$ cat src/rtl/n64_response_receiver.sv
`default_nettype none
// +--------------------------------------------------------------------------+
// | n64_response_receiver                                                    |
// | Decodes the controller's 32-bit reply plus stop bit from the shared line.|
// | Optional: define N64_RX_FIELDS_EN for buttons / stick_x / stick_y ports. |
// | Rev 1.0 - initial release                                                |
// +--------------------------------------------------------------------------+
module n64_response_receiver #(
    parameter int CLKS_PER_US = 50,
    parameter int NUM_BITS    = 32,
    parameter int TIMEOUT_US  = 64
) (
    input  logic                clk,
    input  logic                rst_n,
    input  logic                arm,
    input  logic                controller_signal,
    output logic [NUM_BITS-1:0] rx_data,
    output logic                rx_valid,
    output logic                rx_err,
    output logic                busy
`ifdef N64_RX_FIELDS_EN
    ,
    output logic [15:0]         buttons,
    output logic [7:0]          stick_x,
    output logic [7:0]          stick_y
`endif
);

    localparam int c_TMO_CYC = TIMEOUT_US * CLKS_PER_US;
    localparam int c_TMO_W   = $clog2(c_TMO_CYC);
    localparam int c_PH_W    = $clog2(4 * CLKS_PER_US);
    localparam int c_BIT_W   = $clog2(NUM_BITS + 1);

    localparam logic [c_TMO_W-1:0] c_TMO_MAX   = c_TMO_W'(c_TMO_CYC - 1);
    localparam logic [c_PH_W-1:0]  c_PH_SAMPLE = c_PH_W'(2 * CLKS_PER_US - 1);
    localparam logic [c_PH_W-1:0]  c_PH_STUCK  = c_PH_W'(4 * CLKS_PER_US - 1);
    localparam logic [c_BIT_W-1:0] c_BIT_STOP  = c_BIT_W'(NUM_BITS);

    typedef enum logic [2:0] {
        S_IDLE      = 3'd0,
        S_WAIT_FALL = 3'd1,
        S_SAMPLE    = 3'd2,
        S_WAIT_RISE = 3'd3,
        S_DONE      = 3'd4,
        S_ERR       = 3'd5
    } state_t;

    state_t                r_state, w_state_nxt;
    logic                  r_sync1, r_line, r_line_d;
    logic                  w_fall;
    logic [c_TMO_W-1:0]    r_tmo_cnt, w_tmo_nxt;
    logic [c_PH_W-1:0]     r_phase, w_phase_nxt;
    logic [c_BIT_W-1:0]    r_bit_cnt, w_bit_nxt;
    logic [NUM_BITS-1:0]   r_shift, w_shift_nxt;
    logic                  w_load;

    // The line idles high, so the synchronizer resets to 1 to avoid a false fall.
    always_ff @(posedge clk or negedge rst_n) begin
        if (!rst_n) begin
            r_sync1  <= 1'b1;
            r_line   <= 1'b1;
            r_line_d <= 1'b1;
        end else begin
            r_sync1  <= controller_signal;
            r_line   <= r_sync1;
            r_line_d <= r_line;
        end
    end

    assign w_fall = r_line_d & ~r_line;

    always_ff @(posedge clk or negedge rst_n) begin
        if (!rst_n) begin
            r_state   <= S_IDLE;
            r_tmo_cnt <= '0;
            r_phase   <= '0;
            r_bit_cnt <= '0;
            r_shift   <= '0;
            rx_data   <= '0;
        end else begin
            r_state   <= w_state_nxt;
            r_tmo_cnt <= w_tmo_nxt;
            r_phase   <= w_phase_nxt;
            r_bit_cnt <= w_bit_nxt;
            r_shift   <= w_shift_nxt;
            if (w_load) begin
                rx_data <= r_shift;
            end
        end
    end

    always_comb begin
        w_state_nxt = r_state;
        w_tmo_nxt   = r_tmo_cnt;
        w_phase_nxt = r_phase;
        w_bit_nxt   = r_bit_cnt;
        w_shift_nxt = r_shift;
        w_load      = 1'b0;
        rx_valid    = (r_state == S_DONE);
        rx_err      = (r_state == S_ERR);
        busy        = (r_state != S_IDLE);
        case (r_state)
            S_IDLE: begin
                if (arm) begin
                    w_state_nxt = S_WAIT_FALL;
                    w_tmo_nxt   = '0;
                    w_bit_nxt   = '0;
                    w_shift_nxt = '0;
                end
            end
            S_WAIT_FALL: begin
                if (w_fall) begin
                    w_state_nxt = S_SAMPLE;
                    w_phase_nxt = '0;
                end else if (r_tmo_cnt == c_TMO_MAX) begin
                    w_state_nxt = S_ERR;
                end else begin
                    w_tmo_nxt = r_tmo_cnt + 1'b1;
                end
            end
            S_SAMPLE: begin
                w_phase_nxt = r_phase + 1'b1;
                if (r_phase == c_PH_SAMPLE) begin
                    if (r_bit_cnt != c_BIT_STOP) begin
                        w_shift_nxt = {r_shift[NUM_BITS-2:0], r_line};
                        w_bit_nxt   = r_bit_cnt + 1'b1;
                        w_state_nxt = S_WAIT_RISE;
                    end else if (r_line) begin
                        // Load here so rx_data is already valid while rx_valid is high.
                        w_load      = 1'b1;
                        w_state_nxt = S_DONE;
                    end else begin
                        w_state_nxt = S_ERR;
                    end
                end
            end
            S_WAIT_RISE: begin
                if (r_line) begin
                    w_state_nxt = S_WAIT_FALL;
                    w_tmo_nxt   = '0;
                end else if (r_phase == c_PH_STUCK) begin
                    w_state_nxt = S_ERR;
                end else begin
                    w_phase_nxt = r_phase + 1'b1;
                end
            end
            S_DONE:  w_state_nxt = S_IDLE;
            S_ERR:   w_state_nxt = S_IDLE;
            default: w_state_nxt = S_IDLE;
        endcase
    end

`ifdef N64_RX_FIELDS_EN
    always_ff @(posedge clk or negedge rst_n) begin
        if (!rst_n) begin
            buttons <= '0;
            stick_x <= '0;
            stick_y <= '0;
        end else if (w_load) begin
            buttons <= r_shift[31:16];
            stick_x <= r_shift[15:8];
            stick_y <= r_shift[7:0];
        end
    end
`endif

endmodule
`default_nettype wire

$ cat config.mk
export PLATFORM = sky130hd
export DESIGN_NAME = n64_response_receiver
export DESIGN_NICKNAME = d
export VERILOG_FILES = /design/src/rtl/n64_response_receiver.sv
export SDC_FILE = /design/constraint.sdc
export NUM_CORES = 1
export LEC_CHECK = 0
export ABC_AREA = 1
export BUFFER_PORTS_ARGS = -buffer_cell sky130_fd_sc_hd__buf_2
export CAP_MARGIN = 20
export CORE_MARGIN = 4
export CORE_UTILIZATION = 45
export DETAILED_ROUTE_END_ITERATION = 12
export GPL_ROUTABILITY_DRIVEN = 1
export PLACE_DENSITY_LB_ADDON = 0.12
export SKIP_LAST_GASP = 1
export SYNTH_ARGS = -nofsm -noshare
export SYNTH_HDL_FRONTEND = slang
export SYNTH_SLANG_ARGS = --single-unit
$ cat constraint.sdc
create_clock -name clk -period 2.1 [get_ports clk]
set_input_delay 0.105 -clock clk [delete_from_list [all_inputs] [get_ports clk]]
set_output_delay 0.105 -clock clk [all_outputs]
set_load 0.1 [all_outputs]
After elaboration in Yosys (flattened, before gate mapping)

Cells that the tools add are included.

Add/sub/neg operators: 3
Equal/unequal tests: 20
Muxes and demuxes: 30
Bitwise logic cells: 2
Reductions and logical operators: 9

Operators by type and width:

| cell                                           | count |
|---|---|
| 2-to-1 mux 32 bit                              | 3 |
| case mux 32 bit (2 select lines)               | 1 |
| 2-to-1 mux 12 bit                              | 4 |
| case mux 12 bit (3 select lines)               | 1 |
| 2-to-1 mux 8 bit                               | 3 |
| case mux 8 bit (3 select lines)                | 1 |
| 2-to-1 mux 3 bit                               | 7 |
| 2-to-1 mux 6 bit                               | 3 |
| inequality test 2 bit (second input constant)  | 9 |
| adder 12 x 1 -> 12 bit (second input constant) | 1 |
| == test 12 bit (second input constant)         | 1 |
| case mux 3 bit (4 select lines)                | 1 |
| case mux 6 bit (2 select lines)                | 1 |
| AND reduction 4 bit                            | 3 |
| nonzero test 3 bit                             | 3 |
| adder 8 x 1 -> 8 bit (second input constant)   | 1 |
| == test 8 x 7 -> 1 bit (second input constant) | 1 |
| == test 8 bit (second input constant)          | 1 |
| adder 6 x 1 -> 6 bit (second input constant)   | 1 |
| == test 3 x 2 -> 1 bit (second input constant) | 2 |
| == test 3 bit (second input constant)          | 2 |
| inequality test 3 bit (second input constant)  | 2 |
| inequality test 6 bit (second input constant)  | 1 |
| 2-to-1 mux 1 bit                               | 5 |
| other kinds (6)                                | 6 |

Bits in registers: 96
Input port bits: 4
Output and inout bits: 35
Logic and storage cells: 73

Logic depth before layout (Yosys ltp)

Gate-level depths: netlist of run 1.

Depth in word-level cells: 4
Depth in mapped cells: 11
Depth with buffers taken out: 9

Worst setup path before layout of run 1

OpenSTA, ideal clock, no wires.

Path type: register to output
From: register r_state[1]
To: output rx_err
Data arrival time: 2.573 ns
Setup slack: -0.578 ns
Stages on the path, launching flop included: 3
Path buffers: 1
Path through: dfrtp_1 buf_4 nor3_1

Cells in the longest elaborated chain, start to end: 1

RTL lines:

| element                | RTL line | source |
|---|---|---|
| start, declared        | 48       | `state_t r_state, w_state_nxt;` |
| start signal, assigned | 81       | `r_state <= w_state_nxt;` |
| == test 3 bit          | 100      | `rx_err = (r_state == S_ERR);` |
| end, declared          | 19       | `output logic rx_err,` |

Every way passes these cells.

Worst setup path in the final report of run 1

From: register r_state[1]
To: register r_tmo_cnt[5]

Cells in the longest elaborated chain, start to end: 3
Elaborated cells between the ends (all ways): 10

RTL lines:

| element                                                                             | RTL line | source |
|---|---|---|
| == test 3 x 1 -> 1 bit, or another cell as far along                                | 102      | `case (r_state)` |
| inequality test 2 bit (no source line) / nonzero test 3 bit (equally long branches) | n/a      |  |
| AND reduction 5 bit (no source line)                                                | n/a      |  |
| end signal, assigned                                                                | 82       | `r_tmo_cnt <= w_tmo_nxt;` |
| end, declared                                                                       | 51       | `logic [c_TMO_W-1:0] r_tmo_cnt, w_tmo_nxt;` |

Several ways; a longest one is shown, not always the timed one.
A chain may end at the register's enable or synchronous reset.

==> flow_metrics.env, run 1 <==
export IMPL_path_common_cell="nand2_1"
export IMPL_grt_pass1_vias=3316
export IMPL_final_period_utilization=0.863
export IMPL_fp_row_count=36
export IMPL_final_cells=742
export IMPL_hold_violations=0
export IMPL_initial_utilization=0.466
export IMPL_leakagePower_uw=0.00236
export IMPL_critical_path_max_fanout=22
export IMPL_ys_seq_elements=96
export IMPL_seq_area_um2=2410
export IMPL_final_area_um2=5060
export IMPL_worst_pin_slew_ps=592
export IMPL_cap_violations=0
export IMPL_routedWlPerCell_um=11.5
export IMPL_cts_clk_slew_worst_paths_ps=80
export IMPL_syn_avg_cell_area_um2=8.00
export IMPL_cp_depth=7
export IMPL_worstPathRequired_ps=2370
export IMPL_ir_drop_mv=0.496
export IMPL_syn2layout_area_growth_pct=10.6
export IMPL_core_um2=9820
export IMPL_die_w_um=109
export IMPL_diodes=0
export IMPL_drc=0
export IMPL_dp_cells=724
export IMPL_cp_top_family="simple AND/OR/NAND/NOR gates"
export IMPL_cts_sinks=96
export IMPL_critPathArrivalTime_ps=2080
export IMPL_clock_skew_ps=13.9
export IMPL_cp_start_kind="flip-flop"
export IMPL_syn_inst=572
export IMPL_dp_hpwl_mm=5.70
export IMPL_place_congestion=0.842
export IMPL_slowest_delay_ps=490
export IMPL_cts_root_buf="clkbuf_8"
export IMPL_reg2reg_from="r_state[1]$_DFFE_PN0P_"
export IMPL_die_area_um2=11800
export IMPL_finalSetupViolCount=0
export IMPL_antenna_found_initial=0
export IMPL_outcome="finished clean"
export IMPL_finalWirelength_mm=8.55
export IMPL_grt_max_degree=78
export IMPL_nets=612
export IMPL_gr_total_overflow=0
export IMPL_yosysWarnings=0
export IMPL_finalCriticalPeriod_ps=1810
export IMPL_multi_input_area_um2=1790
export IMPL_vias=3592
export IMPL_total_power_uw=4440
export IMPL_setup_ws_ps=288
export IMPL_portBuffers=38
export IMPL_grt_use_total=0.158
export IMPL_clkLatencyLatePin_ps=370
export IMPL_max_clock_freq_mhz=552
export IMPL_synthesis_nets=580
export IMPL_clock_path_buffers=2
export IMPL_end_kind="flip-flop"
export IMPL_yosys_cell_types_count=29
export IMPL_hp_class="in -> async"
export IMPL_final_common_cell="nand2_1"
export IMPL_firstDrtPassIters=4
export IMPL_power_density_nw_per_um2=877
export IMPL_synth_area_um2=4580
export IMPL_path_buf_inv=1
export IMPL_post_dp_cell_area_um2=4850
export IMPL_finalMaxSlewViolations=0
export IMPL_r2r_cells=7
export IMPL_rrSetupSlack_ps=290
export IMPL_seq_area_frac_synth=0.526
export IMPL_postRouteAntennaNets=0
export IMPL_cts_tree="done"
export IMPL_die_height_um=109
export IMPL_cpMaxStageDelayCell="dfrtp_1"
export IMPL_path_cells="nand3_1, inv_1, nand2_1, nand2_1, nor2_1, nand2_1, o21ai_0"
export IMPL_io_pins=39
export IMPL_max_slew_margin=0.604
export IMPL_drt_iter0_drc=184
export IMPL_cts_made_buffers=9
export IMPL_layout_common_cells="194 x nand2_1, 93 x dfrtp_1, 59 x inv_1, 53 x o21ai_0, 40 x nand3_1"
export IMPL_via_per_inst=4.84
export IMPL_htree_levels=3
export IMPL_drive_gt1_frac=0.136
export IMPL_r2r_end="r_tmo_cnt[5]$_DFFE_PN0P_"
export IMPL_grt_pass1_wl_mm=15.1
export IMPL_rsz0062_at_grt="false"
export IMPL_utilization=0.516
export IMPL_n_fill_cell=997
export IMPL_path_class="reg -> reg"
export IMPL_startpoint="r_state[1]$_DFFE_PN0P_"
export IMPL_dp_worst_setup_slack_ps=296
## power by group
part	total (uW)	internal [uW]	switching, uW
Sequential	2000	1920	79.9
Clock	1190	555	639
Combinational	1240	276	966
Total	4440	2750	1690
## registers in the layout, indices dropped and copies added (netlist names)
register   count
r_tmo_cnt     12
r_state        3
r_line         1
r_bit_cnt      6
r_shift       32
r_phase        8
r_line_d       1
rx_data       32
r_sync1        1
## worst max path at each step
stage                                            to  slack [ps]
after floorplan                              rx_err        -580
after global placement    r_tmo_cnt[11]$_DFFE_PN0P_         380
after detailed placement   r_tmo_cnt[3]$_DFFE_PN0P_         300
after CTS                  r_tmo_cnt[5]$_DFFE_PN0P_         280
after global routing       r_tmo_cnt[3]$_DFFE_PN0P_          50
final                      r_tmo_cnt[5]$_DFFE_PN0P_         290
## cell usage after synthesis
cell | number | share of area
o21ai_0 | 53 | 0.058
nor3b_1 | 3 | 0.0049
o21ai_1 | 22 | 0.024
buf_4 | 2 | 0.0033
dfrtp_1 | 93 | 0.51
a21oi_1 | 3 | 0.0033
or2_2 | 4 | 0.0055
nand2_1 | 194 | 0.16
buf_6 | 6 | 0.015
and3_1 | 1 | 0.0014
xor2_1 | 3 | 0.0057
ha_1 | 4 | 0.011
nor2_2 | 1 | 0.0014
clkbuf_1 | 12 | 0.0098
a21oi_2 | 1 | 0.0019
clkinv_1 | 1 | 0.00082
dfstp_2 | 3 | 0.017
nand4_2 | 1 | 0.0027
buf_2 | 4 | 0.0044
nand3_1 | 40 | 0.044
nor3_1 | 4 | 0.0044
nand4_1 | 4 | 0.0055
inv_2 | 2 | 0.0016
nor2_1 | 36 | 0.030
inv_1 | 59 | 0.048
nand2_2 | 2 | 0.0027
nand3_2 | 1 | 0.0022
o21ai_2 | 10 | 0.019
nand3b_1 | 3 | 0.0049
## layer usage
layer / routed length, um / track usage / vias to the layer above
li1: - / - / 1867
met1: 4300 / 0.217 / 1661
met2: 3810 / 0.241 / 53
met3: 289 / 0.0349 / 11
met4: 142 / 0.0685 / 0
met5: 0 / 0 / -
## timing repair
action / 4_1_cts / 5_1_grt
gates resized for setup: 0 / 0
hold endpoints to repair: 20 / 0
hold buffers: 2 / 0
buffers inserted: 0 / 0
## through the flow
| step | TNS [ps] | hold slack (ps) |
|---|---|---|
| 4_1_cts | 0 | 149 |
| 3_3_place_gp | 0 | 8.81 |
| 5_1_grt | 0 | 177 |
| 3_5_place_dp | 0 | 10.3 |
| 6_report | 0 | 161 |
| 2_1_floorplan | -1160 | -191 |
## kinds of logic after synthesis
group,count (synthesis),share of synthesized area
AND/OR/NAND/NOR,294,0.268
adder cells (fa/ha/maj),4,0.0109
flip-flops,96,0.526
AO/OA/AOI/OAI,89,0.106
buffers and inverters,86,0.0831
XOR/XNOR,3,0.00574
## layout make-up
class / count / area share
multi-input combinational: 390 / 0.353
tap: 133 / 0.0329
clock buffer: 10 / 0.0252
inverter: 62 / 0.0460
clock inverter: 6 / 0.0129
sequential: 96 / 0.475
timing repair buffer: 45 / 0.0544
No activity file was read; power rests on OpenSTA's default activity.
==> inputs of run 2 (changes only) <==
==> constraint.sdc (replaced) <==
create_clock -name clk -period 2.1 [get_ports clk]
set_input_delay 0.42 -clock clk [delete_from_list [all_inputs] [get_ports clk]]
set_output_delay 0.42 -clock clk [all_outputs]
set_load 0.1 [all_outputs]
==> run 2 against run 1 <==
  * Hold slack lost 4.6 ps
  * Power increased by 4.8%
  * First-iteration DRC count rose by 25%
  * Die area is the same
  * Sequential power about the same
  * Global-route usage about the same
  * Setup slack got worse by 150 ps
  * Sequential cell count unchanged
  * Wire length shrank 1.6%
  * Count of clock-buffer cells in the layout is the same
==> flow_metrics.env, run 2 (synthesis gave the netlist of run 1 again) <==
export IMPL_outcome="finished clean"
export IMPL_final_period_utilization=0.936
export IMPL_tns_ps=0
export IMPL_finalMaxSlewViolations=0
export IMPL_die_w_um=109
export IMPL_drt_iter0_drc=230
export IMPL_portBuffers=38
export IMPL_hold_violations=0
export IMPL_slowest_delay_ps=560
export IMPL_grt_max_degree=77
export IMPL_cts_sinks=96
export IMPL_rsz0062_at_grt="false"
export IMPL_cap_violations=0
export IMPL_vias=3522
export IMPL_leakagePower_uw=0.00239
export IMPL_dp_hpwl_mm=5.65
export IMPL_grt_pass1_wl_mm=15.3
export IMPL_worstPathRequired_ps=1680
export IMPL_ir_drop_mv=0.590
export IMPL_grt_pass1_vias=3388
export IMPL_total_power_uw=4650
export IMPL_finalSetupViolCount=0
export IMPL_core_um2=9820
export IMPL_drc=0
export IMPL_via_per_inst=4.75
export IMPL_seq_area_um2=2410
export IMPL_cts_root_buf="clkbuf_8"
export IMPL_cpMaxStageDelayCell="dfrtp_1"
export IMPL_max_slew_margin=0.625
export IMPL_clkLatencyLatePin_ps=360
export IMPL_finalCriticalPeriod_ps=1970
export IMPL_grt_use_total=0.158
export IMPL_drive_gt1_frac=0.144
export IMPL_die_height_um=109
export IMPL_clock_path_buffers=2
export IMPL_postRouteAntennaNets=0
export IMPL_antenna_found_initial=0
export IMPL_cts_clk_slew_worst_paths_ps=90
export IMPL_gr_total_overflow=0
export IMPL_routedWlPerCell_um=11.3
export IMPL_die_area_um2=11800
export IMPL_htree_levels=3
export IMPL_io_pins=39
export IMPL_post_cts_repair_setup_buffers=0
export IMPL_max_clock_freq_mhz=509
export IMPL_cp_top_family="flip-flops"
export IMPL_syn2layout_area_growth_pct=12.1
export IMPL_path_buf_inv=1
export IMPL_multi_input_area_um2=1800
export IMPL_power_density_nw_per_um2=907
export IMPL_finalWirelength_mm=8.41
export IMPL_path_cells="nor2_1, nand2_1, clkbuf_4"
export IMPL_utilization=0.522
export IMPL_firstDrtPassIters=4
export IMPL_layout_common_cells="193 x nand2_1, 93 x dfrtp_1, 59 x inv_1, 53 x o21ai_0, 40 x nand3_1"
export IMPL_cts_made_buffers=9
export IMPL_initial_utilization=0.466
export IMPL_path_class="reg -> out"
export IMPL_critical_path_max_fanout=10
export IMPL_nets=612
export IMPL_reg_top3="r_shift: 32 flops, rx_data: 32 flops, r_tmo_cnt: 12 flops"
export IMPL_dp_cells=725
export IMPL_diodes=0
export IMPL_clock_skew_ps=15.2
export IMPL_fp_row_count=36
export IMPL_cts_tree="done"
export IMPL_end_kind="output pin"
export IMPL_place_congestion=0.834
export IMPL_critPathArrivalTime_ps=1550
export IMPL_hold_ws_ps=156
export IMPL_hp_class="in -> reg"
export IMPL_final_cells=742
export IMPL_final_common_cell="nand2_1"
export IMPL_n_fill_cell=1002
export IMPL_worst_pin_slew_ps=560
export IMPL_cp_start_kind="flip-flop"
==> run 2: cell count changes in the layout (fill, tap and decap cells not counted) <==
cell	before	now
clkinv_2	2	0
nor3_1	4	2
nor3_2	0	2
buf_12	2	3
buf_2	37	36
bufinv_16	1	2
clkbuf_1	1	0
clkbuf_4	0	1
clkbuf_8	9	10
dlygate4sd3_1	2	1
inv_8	0	1
nand2_1	194	193
nand2_2	2	3
==> run 2: where the power goes <==
part	internal [uW]	switching [uW]	leakage (uW)
Sequential	1920	83.7	0.00133
Combinational	289	967	0.000947
Clock	720	671	0.000115
==> run 2: worst paths after layout <==
| kind | from | end | slack [ps] | cells after the start |
|---|---|---|---|---|
| worst min register to register | r_sync1$_DFF_PN1_ | r_line$_DFF_PN1_ | 370 | 0 |
| min in group asynchronous | rst_n | rx_data[0]$_DFFE_PN0P_ | 530 | 2 |
| worst max-delay path | r_state[1]$_DFFE_PN0P_ | busy | 130 | 3 |
| worst min-delay path | controller_signal | r_sync1$_DFF_PN1_ | 160 | 1 |
| worst max register to register | r_phase[0]$_DFFE_PN0P_ | r_shift[8]$_DFFE_PN0P_ | 320 | 9 |
| max in group asynchronous | rst_n | r_shift[30]$_DFFE_PN0P_ | 1010 | 3 |
==> run 2: final cells by class <==
cell class                      count  area share
Clock buffer                       10      0.0268
Timing Repair Buffer               45      0.0561
Tap cell                          133      0.0324
Multi-Input combinational cell    390       0.351
Sequential cell                    96       0.469
Inverter                           62      0.0454
Clock inverter                      6      0.0188
==> run 2: timing repair <==
| item | 4_1_cts | 5_1_grt |
|---|---|---|
| hold buffers | 1 | 0 |
| endpoints found under the setup margin | 0 | 2 |
| resized for setup | 0 | 2 |
| hold endpoints to repair | 25 | 0 |
==> run 2: worst register-to-register path, stage by stage (launching register included) <==
cell	delay (ps)
dfrtp_1	400
ha_1	270
nand2_1	110
nor2_2	120
nand2_1	110
a21oi_2	180
nand2_2	80
buf_12	210
nand2_1	130
o21ai_2	50
==> run 2: metrics by stage <==
step	cell area [um^2]	worst slack (ps)
2_1_floorplan	4590	-46.0
3_3_place_gp	4880	365
3_5_place_dp	4880	295
4_1_cts	5120	23.0
5_1_grt	5130	45.7
6_report	5130	134
==> run 2: routing by layer <==
metal  share of wire  vias to the layer above  global-route usage
met3           0.025                        8              0.0278
met4           0.012                        0              0.0631
li1                -                     1862                   -
met2            0.45                       38               0.248
met5               0                        -                   0
met1            0.51                     1614               0.217
